## src/rtl/rf_dump_reader.sv

```systemverilog
// rf_dump_reader: streams a contiguous window of a register file out over a
// valid/ready port, one word per cycle, and keeps a running XOR signature of
// the words the consumer accepted.
//
// state | meaning
// ------+-------------------------------------------------------------
// IDLE  | waiting for start_i; output port empty
// RUN   | reading words; a new beat is captured whenever the port slot frees
// DRAIN | final beat captured; waiting for it to be accepted
module rf_dump_reader #(
  parameter int ADDR_WIDTH = 6,
  parameter int DATA_WIDTH = 32
) (
  input  logic                  clk,
  input  logic                  rst,
  input  logic                  start_i,
  input  logic                  abort_i,
  input  logic [ADDR_WIDTH-1:0] base_i,
  input  logic [ADDR_WIDTH:0]   len_i,
  output logic [ADDR_WIDTH-1:0] raddr_o,
  input  logic [DATA_WIDTH-1:0] rdata_i,
  output logic                  out_valid_o,
  input  logic                  out_ready_i,
  output logic [ADDR_WIDTH-1:0] out_addr_o,
  output logic [DATA_WIDTH-1:0] out_data_o,
  output logic                  out_last_o,
  output logic                  busy_o,
  output logic                  done_o,
  output logic [DATA_WIDTH-1:0] sig_o
);

  typedef enum logic [1:0] {
    S_IDLE  = 2'd0,
    S_RUN   = 2'd1,
    S_DRAIN = 2'd2
  } state_t;

  localparam logic [ADDR_WIDTH:0] REM_ONE = {{ADDR_WIDTH{1'b0}}, 1'b1};

  state_t                state_q, state_d;
  logic [ADDR_WIDTH-1:0] idx_q, idx_d;
  logic [ADDR_WIDTH:0]   rem_q, rem_d;
  logic                  valid_q, valid_d;
  logic [ADDR_WIDTH-1:0] addr_q, addr_d;
  logic [DATA_WIDTH-1:0] data_q, data_d;
  logic                  last_q, last_d;
  logic                  busy_q, busy_d;
  logic                  done_q, done_d;
  logic [DATA_WIDTH-1:0] sig_q, sig_d;

  logic                  hs;
  logic                  capture;

  // State and output registers; reset wins over every other input.
  always_ff @(posedge clk) begin
    if (rst) begin
      state_q <= S_IDLE;
      idx_q   <= '0;
      rem_q   <= '0;
      valid_q <= 1'b0;
      addr_q  <= '0;
      data_q  <= '0;
      last_q  <= 1'b0;
      busy_q  <= 1'b0;
      done_q  <= 1'b0;
      sig_q   <= '0;
    end else begin
      state_q <= state_d;
      idx_q   <= idx_d;
      rem_q   <= rem_d;
      valid_q <= valid_d;
      addr_q  <= addr_d;
      data_q  <= data_d;
      last_q  <= last_d;
      busy_q  <= busy_d;
      done_q  <= done_d;
      sig_q   <= sig_d;
    end
  end

  // Next-state, capture and handshake logic.
  always_comb begin
    state_d = state_q;
    idx_d   = idx_q;
    rem_d   = rem_q;
    valid_d = valid_q;
    addr_d  = addr_q;
    data_d  = data_q;
    last_d  = last_q;
    sig_d   = sig_q;
    done_d  = 1'b0;
    hs      = valid_q && out_ready_i;
    capture = (state_q == S_RUN) && (!valid_q || out_ready_i);

    unique case (state_q)
      S_IDLE: begin
        if (start_i && !abort_i) begin
          if (len_i == '0) begin
            // Empty dump: report completion without ever leaving IDLE.
            done_d = 1'b1;
          end else begin
            idx_d   = base_i;
            rem_d   = len_i;
            sig_d   = '0;
            state_d = S_RUN;
          end
        end
      end

      S_RUN: begin
        if (abort_i) begin
          // The beat sitting on the port is dropped, even if accepted now.
          valid_d = 1'b0;
          last_d  = 1'b0;
          state_d = S_IDLE;
        end else begin
          if (hs) begin
            sig_d = sig_q ^ data_q;
          end
          if (capture) begin
            addr_d  = idx_q;
            data_d  = rdata_i;
            valid_d = 1'b1;
            last_d  = (rem_q == REM_ONE);
            idx_d   = idx_q + 1'b1;
            rem_d   = rem_q - 1'b1;
            if (rem_q == REM_ONE) begin
              state_d = S_DRAIN;
            end
          end else if (hs) begin
            valid_d = 1'b0;
          end
        end
      end

      S_DRAIN: begin
        if (abort_i) begin
          valid_d = 1'b0;
          last_d  = 1'b0;
          state_d = S_IDLE;
        end else if (hs) begin
          sig_d   = sig_q ^ data_q;
          valid_d = 1'b0;
          last_d  = 1'b0;
          done_d  = 1'b1;
          state_d = S_IDLE;
        end
      end

      default: begin
        state_d = S_IDLE;
        valid_d = 1'b0;
        last_d  = 1'b0;
      end
    endcase

    // Registered from the next state so busy drops on the cycle done rises.
    busy_d = (state_d != S_IDLE);
  end

  assign raddr_o     = idx_q;
  assign out_valid_o = valid_q;
  assign out_addr_o  = addr_q;
  assign out_data_o  = data_q;
  assign out_last_o  = last_q;
  assign busy_o      = busy_q;
  assign done_o      = done_q;
  assign sig_o       = sig_q;

endmodule

```

## config.mk

```make
export PLATFORM = sky130hd
export DESIGN_NAME = rf_dump_reader
export DESIGN_NICKNAME = d
export VERILOG_FILES = /design/src/rtl/rf_dump_reader.sv
export SDC_FILE = /design/constraint.sdc
export NUM_CORES = 1
export LEC_CHECK = 0
export ABC_AREA = 1
export ABC_CLOCK_PERIOD_IN_PS = 2300
export BUFFER_PORTS_ARGS = -buffer_cell sky130_fd_sc_hd__buf_2
export CAP_MARGIN = 20
export CORE_UTILIZATION = 56
export DETAILED_ROUTE_END_ITERATION = 8
export GPL_ROUTABILITY_DRIVEN = 0
export PLACE_DENSITY = 0.9
export SYNTH_ARGS = -nofsm -noshare
export SYNTH_HDL_FRONTEND = slang
export SYNTH_SLANG_ARGS = --single-unit
```

## constraint.sdc

```tcl
create_clock -name clk -period 2.3 [get_ports clk]
set_input_delay 0.115 -clock clk [delete_from_list [all_inputs] [get_ports clk]]
set_output_delay 0.115 -clock clk [all_outputs]
set_load 0.02 [all_outputs]
```

==> key figures <==
Drt
  – Avg Vias per Cell: 5.428
  – Routed length per instance: 13.39 um
  – Total detailed-routing wirelength: 11540 um
  – Routed via count: 4679
  – Drt drc: 0
  – Drt pass-1 iters: 5
  – Initial drt markers: 224
  – Antenna Nets Post-Route: 0

STA
  – RSZ-0062 raised after global routing: false
  – Period utilization: 91.52%
  – Max-slew violation count: 0
  – Setup_tns: 0 ns
  – Setup ws final: 0.1950 ns
  – Slew headroom: 27.28%
  – Max Fclk: 475.1 MHz
  – # setup viols final: 0
  – Slew @ Worst Pin: 1.090 ns
  – Tmin final: 2.105 ns
  – Worst Skew: 0.01542 ns
  – Hold Violations, Final: 0

Logic synthesis
  – Post-Syn Area: 0.004385 mm^2
  – #FFs+latches synth: 89
  – EDFF count, synth: 0
  – Register area share after synthesis: 40.63%
  – Post-synth cell types: 26
  – Synth Net Count: 705
  – Synth Instances: 648
  – Most used DFF post-synth: dfxtp_1
  – Main area contributors after synthesis: dfxtp_1 41%, nand2_1 14%, a21oi_1 14%, inv_1 8.1%, nand4_1 5.8%
  – Mean Syn Cell Area: 6.768 um^2
  – Area leader, netlist: dfxtp_1
  – Most common cell in the netlist: nand2_1
  – Synth top area share: 40.63%
  – Post-synth ARST share: 0%
  – Most frequent cells after synthesis: 161 x nand2_1, 119 x a21oi_1, 95 x inv_1
  – Ys Warns: 0

Power and ir drop
  – Lkg Pwr: 2.211 nW
  – Total power draw: 3.339 mW
  – P per Cell Area: 638.8 mW/mm^2
  – Max VDD drop: 0.0003596 V

Worst setup path
  – Crit path launch type: flop
  – Data required time at the worst endpoint: 2.53 ns
  – CP startpoint: state_q[0]
  – Crit-path max FO: 32
  – Crit path DAT: 2.33 ns
  – R2R Path Start: state_q[0]
  – Kind of critical path: flop to flop
  – Critical path capture point type: flop

GRT
  – Grt ovf: 0
  – Global-route wire length before repair: 19410 um
  – Initial antenna violation count: 0
  – All-Layer GR Usage: 28.56%
  – Vias in the first global route: 4393
  – Pin count of the biggest net entering global routing: 59

Floorplan
  – # IOs: 130
  – Initial core utilization: 59.20%
  – Die span in x: 90.50 um
  – Die Y: 90.50 um
  – Die footprint: 0.008189 mm^2
  – Core area: 0.007408 mm^2
  – # rows: 31

Clocking
  – Sinks on Clock Net: 89
  – CTS tree: yes
  – H-tree depth: 3
  – Clock buffer depth: 2
  – Post-CTS Setup Inserts: 0
  – Hold buffers post-CTS: 0
  – CTS-repair resized insts: 0
  – Num CTS Buffers: 9
  – CTS root buffer: clkbuf_8
  – Latest clock arrival within the worst-skew pair: 0.36 ns
  – Worst-path clk slew: 0.09 ns

Cells and area
  – Seq. cell area: 0.001782 mm^2
  – Nets: 815
  – Share of cells above drive strength 1: 21.63%
  – Fill cells: 656
  – Multi-input logic area: 0.002056 mm^2
  – Antenna cells: 0
  – Design area: 0.005228 mm^2
  – P&R area growth vs syn: 19.20%

Placement
  – Placed cell area: 0.005035 mm^2
  – Worst slack, placed: 0.2528 ns
  – Post-DP HPWL: 7938 um
  – I/O Buffers: 129

Min path
  – Hold path startpoint: rdata_i[22]
  – Worst hold path class: input pin to flop

Job
  – Number of max-cap violations: 0

Status
  – Status: completed
==> cell type report <==
cell class | count | area share [%]
sequential | 89 | 34.08
timing repair buffer | 137 | 13.50
clock inverter | 6 | 1.245
multi-input combinational | 423 | 39.33
clock buffer | 10 | 2.441
tap | 99 | 2.370
inverter | 98 | 7.037
==> path summary, 6_finish.rpt <==
path                     to  slack (ns)  cells after the start
max               sig_o[30]        0.20                      6
min          out_data_o[22]        0.04                      3
max reg2reg       sig_o[30]        0.20                      6
min reg2reg      out_last_o        0.47                      2
==> report_power, final <==
| group | switching (mW) | internal [mW] |
|---|---|---|
| Combinational | 0.401 | 0.189 |
| Clock | 0.576 | 0.507 |
| Sequential | 0.0600 | 1.61 |
==> stage by stage <==
stage          util, %  hold slack, ns  instances
3_5_place_dp     67.96          0.4026        846
5_1_grt          70.56         0.03670        862
6_report         70.56         0.03500        862
4_1_cts          70.56         0.02701        862
2_1_floorplan        -          0.2894        648
3_3_place_gp     67.96          0.3905        846
==> critical path, cell delays in order (launching register included) <==
cell,delay [ns]
dfxtp_1,0.38
inv_1,0.09
ha_1,0.36
inv_1,0.81
a21oi_1,0.11
nand4_1,0.14
a21oi_1,0.08
==> logic make-up (layout without fill, tap and decap cells) <==
logic type	after synthesis	count (layout)	synth area share, %
and+or+nand+nor	244	244	24.65
AOI/OAI and AO/OA	171	171	19.83
buffers and inverters	136	251	12.67
DFF	89	89	40.63
adders and majority gates	7	7	1.997
muxes	1	1	0.2283
==> sequential cells by signal (all words and copies together) (netlist names) <==
register	flops
state_q	2
out_valid_o	1
raddr_o	6
rem_q	7
busy_o	1
out_data_o	32
done_o	1
sig_o	32
out_addr_o	6
out_last_o	1
==> layout by cell type, fill, tap and decap left out, drive strengths merged <==
cell type and instances:
inv 100, a21oi 120, o22ai 1, mux2i 1
nand3 23, ha 7, nand4 41, nand3b 1
clkinvlp 1, or2 2, nand2 162, buf 137
a31oi 1, and2 1, clkinv 2, nor2 14
bufinv 1, dfxtp 89, clkbuf 10, o21ai 49
==> metal layers <==
layer  vias to the layer above  track usage (%)  part of all wire [%]
met3                        15            4.461                   6.2
met1                      2150            35.48                    43
met5                         -                0                     0
met2                       188            49.62                    50
li1                       2326                -                     -
met4                         0            10.62                   1.3
(Power assumes the default switching activity.)
